===== src/rtl/adpcm_pkg.sv =====
// Shared constants and types for the multi-channel IMA ADPCM engine:
// step table, index adjust table, op codes, Gray-coded FSM states.
package adpcm_pkg;

  typedef enum logic [1:0] {
    OP_ENC  = 2'b00,
    OP_DEC  = 2'b01,
    OP_LOAD = 2'b10,
    OP_CLR  = 2'b11
  } op_e;

  // One bit changes per transition around the command loop.
  typedef enum logic [2:0] {
    ST_IDLE   = 3'b000,
    ST_LOAD   = 3'b001,
    ST_B3     = 3'b011,
    ST_B2     = 3'b010,
    ST_B1     = 3'b110,
    ST_B0     = 3'b111,
    ST_UPDATE = 3'b101,
    ST_STEP   = 3'b100
  } state_e;

  localparam int IDX_MAX = 88;
  localparam logic signed [15:0] PCM_MAX = 16'sh7fff;
  localparam logic signed [15:0] PCM_MIN = 16'sh8000;

  localparam logic [15:0] STEP_TABLE [89] = '{
    16'd7,     16'd8,     16'd9,     16'd10,    16'd11,    16'd12,    16'd13,    16'd14,
    16'd16,    16'd17,    16'd19,    16'd21,    16'd23,    16'd25,    16'd28,    16'd31,
    16'd34,    16'd37,    16'd41,    16'd45,    16'd50,    16'd55,    16'd60,    16'd66,
    16'd73,    16'd80,    16'd88,    16'd97,    16'd107,   16'd118,   16'd130,   16'd143,
    16'd157,   16'd173,   16'd190,   16'd209,   16'd230,   16'd253,   16'd279,   16'd307,
    16'd337,   16'd371,   16'd408,   16'd449,   16'd494,   16'd544,   16'd598,   16'd658,
    16'd724,   16'd796,   16'd876,   16'd963,   16'd1060,  16'd1166,  16'd1282,  16'd1411,
    16'd1552,  16'd1707,  16'd1878,  16'd2066,  16'd2272,  16'd2499,  16'd2749,  16'd3024,
    16'd3327,  16'd3660,  16'd4026,  16'd4428,  16'd4871,  16'd5358,  16'd5894,  16'd6484,
    16'd7132,  16'd7845,  16'd8630,  16'd9493,  16'd10442, 16'd11487, 16'd12635, 16'd13899,
    16'd15289, 16'd16818, 16'd18500, 16'd20350, 16'd22385, 16'd24623, 16'd27086, 16'd29794,
    16'd32767
  };

  localparam logic signed [4:0] IDX_ADJ [8] = '{
    -5'sd1, -5'sd1, -5'sd1, -5'sd1, 5'sd2, 5'sd4, 5'sd6, 5'sd8
  };

  // Per-command working registers; cleared as a unit on reset and disable.
  typedef struct packed {
    op_e                op;
    logic               ch_ok;
    logic signed [15:0] pcm_in;
    logic [3:0]         adpcm_in;
    logic [6:0]         idx_in;
    logic signed [15:0] pred;
    logic [6:0]         idx;
    logic [15:0]        step;
    logic [16:0]        sigma;
    logic [16:0]        diff;
    logic               sign;
    logic [2:0]         code;
    logic signed [15:0] new_pred;
    logic [6:0]         new_idx;
  } work_t;

  function automatic logic [6:0] idx_clamp(input logic signed [8:0] v);
    if (v < 0) return 7'd0;
    if (v > 9'sd88) return 7'd88;
    return v[6:0];
  endfunction

  function automatic logic signed [15:0] pcm_sat(input logic signed [17:0] v);
    if (v > PCM_MAX) return PCM_MAX;
    if (v < PCM_MIN) return PCM_MIN;
    return v[15:0];
  endfunction

endpackage


===== src/rtl/adpcm_step_rom.sv =====
// Combinational step-index to quantiser step lookup.
module adpcm_step_rom
  import adpcm_pkg::*;
(
  input  logic [6:0]  idx_i,
  output logic [15:0] step_o
);

  always_comb begin
    step_o = STEP_TABLE[IDX_MAX];
    if (idx_i <= 7'(IDX_MAX)) step_o = STEP_TABLE[idx_i];
  end

endmodule


===== src/rtl/adpcm_mc.sv =====
// Multi-channel IMA ADPCM codec: per-channel predictor/index contexts,
// one encode/decode/load/clear command per 8 cycles.
module adpcm_mc
  import adpcm_pkg::*;
#(
  parameter  int CH   = 4,
  localparam int CH_W = (CH > 1) ? $clog2(CH) : 1
) (
  input  logic                clk,
  input  logic                rstn,
  input  logic                enable,
  input  logic                req,
  output logic                ack,
  input  logic [1:0]          op,
  input  logic [CH_W-1:0]     ch,
  input  logic signed [15:0]  rx_pcm,
  input  logic [3:0]          rx_adpcm,
  input  logic [6:0]          rx_idx,
  output logic signed [15:0]  tx_pcm,
  output logic [3:0]          tx_adpcm,
  output logic [CH_W-1:0]     tx_ch,
  output logic signed [15:0]  tx_predict,
  output logic [6:0]          tx_idx,
  output logic [2:0]          dbg_state
);

  // Handshake: each level change of req is one command. It is taken only
  // while ack is high (IDLE); a change seen while busy stays pending because
  // req_d_q is not updated until IDLE, so two changes while busy cancel out.
  state_e             state_q;
  logic               req_d_q;
  logic [CH_W-1:0]    ch_q;
  work_t              w_q;
  logic signed [15:0] ctx_pred_q [CH];
  logic [6:0]         ctx_idx_q  [CH];
  logic signed [15:0] tx_pcm_q;
  logic [3:0]         tx_adpcm_q;
  logic [CH_W-1:0]    tx_ch_q;
  logic signed [15:0] tx_predict_q;
  logic [6:0]         tx_idx_q;

  logic               req_x;
  logic signed [15:0] rd_pred;
  logic [6:0]         rd_idx;
  logic [15:0]        rom_step;
  logic [16:0]        diff_d;
  logic [1:0]         bit_d;
  logic               enc_hit;
  logic signed [17:0] p_d;
  logic signed [4:0]  adj_d;
  logic signed [8:0]  idx_sum_d;
  logic signed [15:0] new_pred_d;
  logic [6:0]         new_idx_d;

  assign req_x      = req ^ req_d_q;
  assign ack        = (state_q == ST_IDLE);
  assign dbg_state  = state_q;
  assign tx_pcm     = tx_pcm_q;
  assign tx_adpcm   = tx_adpcm_q;
  assign tx_ch      = tx_ch_q;
  assign tx_predict = tx_predict_q;
  assign tx_idx     = tx_idx_q;

  always_comb begin
    rd_pred = '0;
    rd_idx  = '0;
    if (w_q.ch_ok) begin
      rd_pred = ctx_pred_q[ch_q];
      rd_idx  = ctx_idx_q[ch_q];
    end
  end

  adpcm_step_rom u_step_rom (
    .idx_i  (rd_idx),
    .step_o (rom_step)
  );

  always_comb begin
    diff_d  = {w_q.pcm_in[15], w_q.pcm_in} - {rd_pred[15], rd_pred};
    enc_hit = (w_q.diff >= {1'b0, w_q.step});
    case (state_q)
      ST_B2:   bit_d = 2'd2;
      ST_B1:   bit_d = 2'd1;
      default: bit_d = 2'd0;
    endcase
    if (w_q.sign)
      p_d = $signed({{2{w_q.pred[15]}}, w_q.pred}) - $signed({1'b0, w_q.sigma});
    else
      p_d = $signed({{2{w_q.pred[15]}}, w_q.pred}) + $signed({1'b0, w_q.sigma});
    adj_d     = IDX_ADJ[w_q.code];
    idx_sum_d = $signed({2'b00, w_q.idx}) + $signed({{4{adj_d[4]}}, adj_d});
    case (w_q.op)
      OP_ENC, OP_DEC: begin
        new_pred_d = pcm_sat(p_d);
        new_idx_d  = idx_clamp(idx_sum_d);
      end
      OP_LOAD: begin
        new_pred_d = w_q.pcm_in;
        new_idx_d  = idx_clamp($signed({2'b00, w_q.idx_in}));
      end
      default: begin
        new_pred_d = '0;
        new_idx_d  = '0;
      end
    endcase
    if (!w_q.ch_ok) begin
      new_pred_d = '0;
      new_idx_d  = '0;
    end
  end

  always_ff @(posedge clk or negedge rstn) begin
    if (!rstn) begin
      state_q      <= ST_IDLE;
      req_d_q      <= 1'b0;
      ch_q         <= '0;
      w_q          <= '0;
      tx_pcm_q     <= '0;
      tx_adpcm_q   <= '0;
      tx_ch_q      <= '0;
      tx_predict_q <= '0;
      tx_idx_q     <= '0;
      for (int i = 0; i < CH; i++) begin
        ctx_pred_q[i] <= '0;
        ctx_idx_q[i]  <= '0;
      end
    end else if (!enable) begin
      state_q      <= ST_IDLE;
      req_d_q      <= 1'b0;
      ch_q         <= '0;
      w_q          <= '0;
      tx_pcm_q     <= '0;
      tx_adpcm_q   <= '0;
      tx_ch_q      <= '0;
      tx_predict_q <= '0;
      tx_idx_q     <= '0;
      for (int i = 0; i < CH; i++) begin
        ctx_pred_q[i] <= '0;
        ctx_idx_q[i]  <= '0;
      end
    end else begin
      case (state_q)
        ST_IDLE: begin
          if (req_x) begin
            req_d_q      <= req;
            ch_q         <= ch;
            w_q.op       <= op_e'(op);
            w_q.ch_ok    <= (32'(ch) < CH);
            w_q.pcm_in   <= rx_pcm;
            w_q.adpcm_in <= rx_adpcm;
            w_q.idx_in   <= rx_idx;
            state_q      <= ST_LOAD;
          end
        end
        ST_LOAD: begin
          w_q.pred  <= rd_pred;
          w_q.idx   <= rd_idx;
          w_q.step  <= rom_step;
          w_q.sigma <= {4'b0000, rom_step[15:3]};
          w_q.diff  <= diff_d;
          w_q.sign  <= (w_q.op == OP_DEC) ? w_q.adpcm_in[3] : diff_d[16];
          w_q.code  <= (w_q.op == OP_DEC) ? w_q.adpcm_in[2:0] : 3'b000;
          state_q   <= ST_B3;
        end
        ST_B3: begin
          if (w_q.op == OP_ENC && w_q.sign) w_q.diff <= 17'd0 - w_q.diff;
          state_q <= ST_B2;
        end
        ST_B2, ST_B1, ST_B0: begin
          if (w_q.op == OP_ENC && enc_hit) begin
            w_q.code[bit_d] <= 1'b1;
            w_q.diff        <= w_q.diff - {1'b0, w_q.step};
            w_q.sigma       <= w_q.sigma + {1'b0, w_q.step};
          end else if (w_q.op == OP_DEC && w_q.code[bit_d]) begin
            w_q.sigma <= w_q.sigma + {1'b0, w_q.step};
          end
          if (state_q != ST_B0) w_q.step <= w_q.step >> 1;
          case (state_q)
            ST_B2:   state_q <= ST_B1;
            ST_B1:   state_q <= ST_B0;
            default: state_q <= ST_UPDATE;
          endcase
        end
        ST_UPDATE: begin
          w_q.new_pred <= new_pred_d;
          w_q.new_idx  <= new_idx_d;
          if (w_q.ch_ok) begin
            ctx_pred_q[ch_q] <= new_pred_d;
            ctx_idx_q[ch_q]  <= new_idx_d;
          end
          state_q <= ST_STEP;
        end
        ST_STEP: begin
          tx_ch_q      <= ch_q;
          tx_predict_q <= w_q.new_pred;
          tx_idx_q     <= w_q.new_idx;
          if (w_q.ch_ok && w_q.op == OP_ENC) tx_adpcm_q <= {w_q.sign, w_q.code};
          if (w_q.ch_ok && w_q.op == OP_DEC) tx_pcm_q <= w_q.new_pred;
          state_q <= ST_IDLE;
        end
        default: state_q <= ST_IDLE;
      endcase
    end
  end

endmodule


===== config.mk =====
export PLATFORM = sky130hd
export DESIGN_NAME = adpcm_mc
export DESIGN_NICKNAME = d
export VERILOG_FILES = /design/src/rtl/adpcm_pkg.sv /design/src/rtl/adpcm_step_rom.sv /design/src/rtl/adpcm_mc.sv
export SDC_FILE = /design/constraint.sdc
export NUM_CORES = 1
export LEC_CHECK = 0
export ABC_AREA = 1
export CAP_MARGIN = 20
export CORE_MARGIN = 2
export CORE_UTILIZATION = 50
export DETAILED_ROUTE_END_ITERATION = 10
export GPL_TIMING_DRIVEN = 0
export HOLD_SLACK_MARGIN = 0.03
export PLACE_DENSITY = 0.7
export SETUP_SLACK_MARGIN = 0.1
export SYNTH_ARGS = -nofsm -noshare
export SYNTH_HDL_FRONTEND = slang
export SYNTH_SLANG_ARGS = --single-unit

===== constraint.sdc =====
create_clock -name clk -period 5.8 [get_ports clk]
set_input_delay 0.87 -clock clk [delete_from_list [all_inputs] [get_ports clk]]
set_output_delay 0.87 -clock clk [all_outputs]
set_load 0.05 [all_outputs]

==> results of run 1 <==
[layout by cell type, fill, tap and decap left out, types with 8 or more instances in the layout]
cell type,instances
a21o_1,9
a21oi_1,129
a22o_1,9
a22oi_1,28
buf_1,9
buf_2,21
buf_4,8
clkbuf_1,72
clkbuf_16,31
clkdlybuf4s50_1,81
dfrtp_1,272
ha_1,83
inv_1,216
inv_2,23
nand2_1,796
nand2_2,8
nand3_1,365
nand3_2,10
nand4_1,20
nor2_1,115
nor2_2,14
nor3_1,19
o211ai_1,15
o21ai_0,179
o21ai_1,32
o22ai_1,13
o31ai_1,21
or2_2,13
xnor2_1,14
xor2_1,30
[critical path, delay by kind of cell (launching register included)]
family / cells / cell delay (ns)
compound gates: 3 / 0.89
xor+xnor: 1 / 0.36
fa+ha+maj: 2 / 0.58
buf+inv: 2 / 0.34
flops: 1 / 0.46
simple gates: 13 / 1.67
[metrics by stage]
stage | cells | total power, mW | setup TNS, ns | cell area [um^2]
4_1_cts | 3204 | 10.0 | 0 | 20800
3_3_place_gp | 3147 | 7.96 | -2148.88 | 19800
6_report | 3204 | 10.1 | 0 | 20800
5_1_grt | 3204 | 10.8 | 0 | 20800
2_1_floorplan | 2597 | 6.24 | 0 | 18400
3_5_place_dp | 3149 | 8.01 | 0 | 19800
[how the worst max path moves through the flow]
stage / depth (start not counted) / slack, ns / to / from
final: 21 / 1.45 / ctx_pred_q[35] / w_q[44]
after global routing: 23 / 0.97 / ctx_pred_q[11] / w_q[45]
after CTS: 23 / 1.55 / ctx_pred_q[6] / w_q[45]
after detailed placement: 23 / 1.57 / ctx_pred_q[6] / w_q[45]
after global placement: 1 / -7.91 / w_q[37] / rstn
after floorplan: 22 / 2.39 / w_q[21] / w_q[45]
[state kept, by name, indices dropped and copies added, names as in the netlist]
signal and count:
w_q 129, ctx_pred_q 64, ctx_idx_q 28, tx_pcm 16, tx_predict 16, tx_idx 7
tx_adpcm 4, dbg_state 3, ch_q 2, tx_ch 2, req_d_q 1
[power groups by stage]
stage                     clock network [mW]  registers, mW  logic [mW]
after floorplan                            0           2.49        3.75
after global placement                     0           2.48        5.48
after detailed placement                   0           2.48        5.53
after CTS                               1.99           2.45        5.57
after global routing                    2.06           2.48        6.27
final                                   1.97           2.46        5.68
[final cells by class]
cell class / instances / share of cell area
Inverter: 242 / 0.0437
Buffer: 106 / 0.0236
Clock buffer: 46 / 0.0428
Timing Repair Buffer: 84 / 0.0423
Clock inverter: 9 / 0.00558
Sequential cell: 272 / 0.327
Multi-Input combinational cell: 1977 / 0.487
Tap cell: 468 / 0.0281
[cell usage after synthesis, drive strengths merged, types with 23 or more instances]
cell | count | area share
nand2 | 807 | 0.17
nand3 | 375 | 0.10
dfrtp | 272 | 0.37
inv | 240 | 0.049
o21ai | 217 | 0.061
nor2 | 133 | 0.031
a21oi | 129 | 0.035
ha | 83 | 0.057
clkbuf | 63 | 0.013
buf | 43 | 0.014
xor2 | 30 | 0.014
a22oi | 28 | 0.011
nor3 | 23 | 0.0074
[kinds of logic after synthesis]
| group | synth area share |
|---|---|
| AND/OR/NAND/NOR | 0.326 |
| AO/OA/AOI/OAI | 0.144 |
| buffers and inverters | 0.0764 |
| flip-flops | 0.371 |
| adder cells (fa/ha/maj) | 0.0620 |
| XOR/XNOR | 0.0210 |
[layer usage]
metal  vias to the layer above  routed length (um)
li1                       8901                   -
met1                      9054               27500
met2                       845               28000
met3                       131                5730
met4                         0                2350
met5                         -                   0
==> impl_metrics.py, run 1 <==
metrics = {
    "worst_setup_path": {
        "critical_path_class": "reg2reg",
        "cp-end-kind": "register",
        "rrSetupSlack_ns": 1.45,
        "cp_slowest_cell": "o41ai_1",
        "r2r_cells": 21,
        "rr_endpoint": "ctx_pred_q[35]",
        "path_max_fanout": 10,
        "path_cells": "inv_1 > ha_1 > nand4_1 > nor3_1 > nand2_1 > o41ai_1 > o21ai_0 > xor2_1 > ha_1 > a21oi_1 > nand2_1 > nor2_1 > nand2_1 > nor2_1 > nand2_1 > nand2_1 > nand3_1 > buf_6 > nand3_2 > nand3_1 > nand2_1",
        "cp_common_cell": "nand2_1",
        "worst_ep_required_time_ns": 6.33,
        "r2r-start": "w_q[44]",
        "cp_slowest_stage_delay_ns": 0.52,
        "start_kind": "register",
        "cp.arrival_ns": 4.88,
    },
    "place": {
        "gp_congestion": 0.976,
        "place_hpwl_um": 49500,
        "port_buffers": 82,
        "preCtsSetupSlack_ns": 1.57,
    },
    "clock_network": {
        "clk_pin_slew_worst_paths_ns": 0.06,
        "cts_hold_buffers": 0,
        "cts_tree": "built",
        "numClockSinks": 272,
        "cts_setup_buffers": 0,
        "h-tree-depth": 1,
        "cts_buffers": 31,
        "cts_buffer_depth": 3,
        "cts_root_buf": "clkbuf_16",
        "clkLatencyLatePin_ns": 0.60,
        "post_cts_resized": 0,
    },
    "timing": {
        "finalCritPeriodShare": 0.749,
        "relSlewSlack": 0.307,
        "setup_ws_ns": 1.45,
        "rsz0062_at_grt": "no",
        "final_hold_viol_count": 0,
        "max_freq_mhz": 230,
        "setup_viol": 0,
        "hold_slack_ns": 0.358,
        "tightest_slew_ns": 1.04,
        "period_minus_slack_ns": 4.35,
        "slew_viol_final": 0,
        "fin_skew_ns": 0.0167,
    },
    "final_layout": {
        "nFillCells": 3494,
        "layout-drive-gt1-share": 0.0625,
        "areaGrowthSynthToFinish_pct": 13.5,
        "diodes": 0,
        "utilization": 0.573,
        "finalNetCount": 2837,
        "multi_input_area_mm2": 0.0102,
        "register_area_mm2": 0.00681,
    },
    "synthesis": {
        "async_flop_share": 1.00,
        "syn_area_per_cell_um2": 7.07,
        "synth.distinct_cells": 52,
        "synth-seq-area-share": 0.371,
        "synth_top_flop_cell": "dfrtp_1",
        "syn_inst": 2597,
        "synth_edf_count": 0,
        "yosysWarnings": 0,
        "ys_seq_elements": 272,
        "syn_nets": 2720,
        "netlist_area_mm2": 0.0184,
    },
    "power": {
        "pwr-share-clk": 0.195,
        "ir_drop_mv": 0.342,
        "p_per_area_mw_per_mm2": 485,
        "intPower_mw": 4.97,
        "swShare": 0.508,
        "power.switching_mw": 5.14,
        "p_comb_frac": 0.562,
        "leakage_nw": 10.5,
        "p_seq_frac": 0.243,
    },
    "routing": {
        "postRouteWirelength_um": 63600,
        "viasPerCell": 5.91,
        "drt_iter0_markers": 1797,
        "routedWlPerCell_um": 19.9,
        "drc": 0,
        "num_vias": 18900,
        "ant_nets": 0,
        "first_pass_iters": 7,
    },
    "die": {
        "core_mm2": 0.0363,
        "ios": 84,
        "die_h_um": 196,
        "dieArea_mm2": 0.0383,
        "start_util": 0.505,
        "row_count": 70,
        "dieWidth_um": 196,
    },
    "global_route": {
        "grt_pass1_wl_um": 100000,
        "grt_max_degree": 115,
        "first_global_vias": 17700,
        "grt_overflow": 0,
        "grt_util_met3": 0.0532,
        "grt-busiest-layer": "met2",
        "antenna_found_initial": 0,
        "grt_util_all_layers": 0.336,
        "grtUsageMet2": 0.521,
        "grt_use_met1": 0.476,
    },
    "min_path": {
        "hold_path.class": "in2async",
    },
    "run_status": {
        "status": "finished clean",
    },
    "run": {
        "maxCapViolCount": 0,
    },
}
Note: power is estimated with default switching activity, not from simulation.
==> inputs of run 2 (changes only) <==
==> constraint.sdc (replaced) <==
create_clock -name clk -period 4.2 [get_ports clk]
set_input_delay 0.63 -clock clk [delete_from_list [all_inputs] [get_ports clk]]
set_output_delay 0.63 -clock clk [all_outputs]
set_load 0.05 [all_outputs]
==> run 2 against run 1 <==
Net effect:
- cell area increased by 1.3%
- register-to-register slack got worse by 1.1 ns
- clock-buffer cell count unchanged
- wire length increased by 0.44%
- flip-flop and latch count unchanged
- fmax increased by 12%
- total power increased by 44%
- clock skew decreased by 0.0055 ns
- die area unchanged
- sequential power increased by 38%
- highest routed layer unchanged
==> impl_metrics.py, run 2 (same netlist as run 1, synthesis figures left out) <==
metrics = {
    "run_status": {
        "status": "finished clean",
    },
    "final_layout": {
        "layout_commonest_cell": "nand2_1",
        "design_area_mm2": 0.0211,
        "nFillCells": 3467,
        "final_cell_count_no_fill": 3211,
        "reg_top3": "w_q (129), ctx_pred_q (64), ctx_idx_q (28)",
        "areaGrowthSynthToFinish_pct": 15.0,
        "final_cell_mix": "nand2_1, nand3_1, dfrtp_1",
        "register_area_mm2": 0.00681,
        "regMostFlops": "w_q",
        "layout-drive-gt1-share": 0.0755,
        "diodes": 0,
        "multi_input_area_mm2": 0.0104,
        "largest_reg_flops": 129,
        "finalNetCount": 2844,
    },
    "worst_setup_path": {
        "rrSetupSlack_ns": 0.32,
        "r2r-start": "w_q[45]",
        "rr_endpoint": "ctx_pred_q[6]",
        "cp.buffers_inverters": 3,
        "critical_path_class": "reg2reg",
        "cp_slowest_cell": "dfrtp_2",
        "worst_ep_required_time_ns": 4.68,
        "cp-startpoint": "w_q[45]",
        "cp.arrival_ns": 4.36,
        "cp_slowest_stage_delay_ns": 0.45,
        "path_delay_family": "simple AND/OR/NAND/NOR gates",
        "start_kind": "register",
        "cp-end-kind": "register",
        "r2r_cells": 23,
        "path_max_fanout": 5,
        "path_cells": "inv_2 > ha_4 > nand4_1 > nor3_2 > nand2_2 > o41ai_4 > buf_4 > o21ai_1 > xor2_1 > ha_1 > nand3_1 > a21oi_1 > nor2_2 > nand2_1 > nor2_1 > nand2_1 > nand2_2 > nand2_2 > buf_6 > nand3_1 > nand3_4 > nand3_1 > nand2_1",
    },
    "timing": {
        "setup_viol": 0,
        "slew_viol_final": 0,
        "finalCritPeriodShare": 0.923,
        "hold_slack_ns": 0.124,
        "fin_skew_ns": 0.0112,
        "max_freq_mhz": 258,
        "rsz0062_at_grt": "no",
        "fin_setup_tns_ns": 0,
        "relSlewSlack": 0.301,
        "period_minus_slack_ns": 3.88,
        "final_hold_viol_count": 0,
        "tightest_slew_ns": 1.05,
        "setup_ws_ns": 0.323,
    },
    "die": {
        "row_count": 70,
        "ios": 84,
        "start_util": 0.505,
        "die_h_um": 196,
        "dieWidth_um": 196,
        "dieArea_mm2": 0.0383,
        "core_mm2": 0.0363,
    },
    "routing": {
        "num_vias": 18900,
        "viasPerCell": 5.89,
        "postRouteWirelength_um": 63900,
        "routedWlPerCell_um": 19.9,
        "drc": 0,
        "ant_nets": 0,
        "first_pass_iters": 6,
        "drt_iter0_markers": 1860,
    },
    "clock_network": {
        "h-tree-depth": 1,
        "clkLatencyLatePin_ns": 0.60,
        "cts_buffer_depth": 3,
        "numClockSinks": 272,
        "cts_hold_buffers": 0,
        "clk_pin_slew_worst_paths_ns": 0.06,
        "cts_tree": "built",
        "cts_buffers": 31,
        "cts_root_buf": "clkbuf_16",
    },
    "place": {
        "gp_congestion": 0.976,
        "dp.cells": 3149,
        "port_buffers": 82,
        "place_hpwl_um": 49500,
        "placed_area_mm2": 0.0198,
        "preCtsSetupSlack_ns": -0.0266,
    },
    "global_route": {
        "grt_pass1_wl_um": 100000,
        "antenna_found_initial": 0,
        "first_global_vias": 17700,
        "grt_overflow": 0,
        "grt_max_degree": 115,
        "grt_util_all_layers": 0.336,
    },
    "power": {
        "leakage_nw": 10.6,
        "ir_drop_mv": 0.568,
        "p_per_area_mw_per_mm2": 692,
    },
    "run": {
        "maxCapViolCount": 0,
    },
    "min_path": {
        "hold_path.class": "in2async",
    },
}
[run 2: changes by cell type in the layout (fill, tap and decap cells not counted), sizes merged]
cell / previous run / this run
buf: 46 / 53
[run 2: worst max path at each step]
stage | end | slack [ns] | cells past startpoint
floorplan | w_q[21] | 0.79 | 22
global placement | w_q[37] | -9.27 | 1
detailed placement | ctx_pred_q[6] | -0.03 | 23
CTS | ctx_pred_q[6] | 0.13 | 23
global route | ctx_pred_q[6] | 0.10 | 24
finish | ctx_pred_q[6] | 0.32 | 23
[run 2: repair_timing]
item                                   in CTS  in global routing
setup endpoints to repair                  65                 80
resized for setup                           1                 49
buffers inserted                            0                  6
endpoints found under the hold margin       0                  0
gates cloned                                0                  1
pin swaps                                   0                 18
[run 2: layout make-up]
class | instances | share of cell area
Clock inverter | 9 | 0.00551
Timing Repair Buffer | 91 | 0.0444
Buffer | 106 | 0.0239
Clock buffer | 46 | 0.0423
Sequential cell | 272 | 0.323
Tap cell | 468 | 0.0277
Inverter | 242 | 0.0431
Multi-Input combinational cell | 1977 | 0.491
[run 2: stage by stage]
stage	power, mW	utilization
5_1_grt	15.6	0.581
3_5_place_dp	11.1	0.546
6_report	14.6	0.581
4_1_cts	13.8	0.573
2_1_floorplan	8.62	-
3_3_place_gp	11.0	0.544
[run 2: layer usage]
layer	global-route usage	routed length (um)	vias to the layer above
li1	-	-	8917
met1	0.476	27800	9050
met2	0.521	28300	810
met3	0.0532	5520	122
met4	0.120	2260	0
met5	0	0	-
[run 2: where the power goes]
part	leakage [nW]	switching [mW]	internal (mW)
registers	3.73	0.411	2.99
clock network	0.494	1.14	1.59
logic	6.38	5.83	2.64
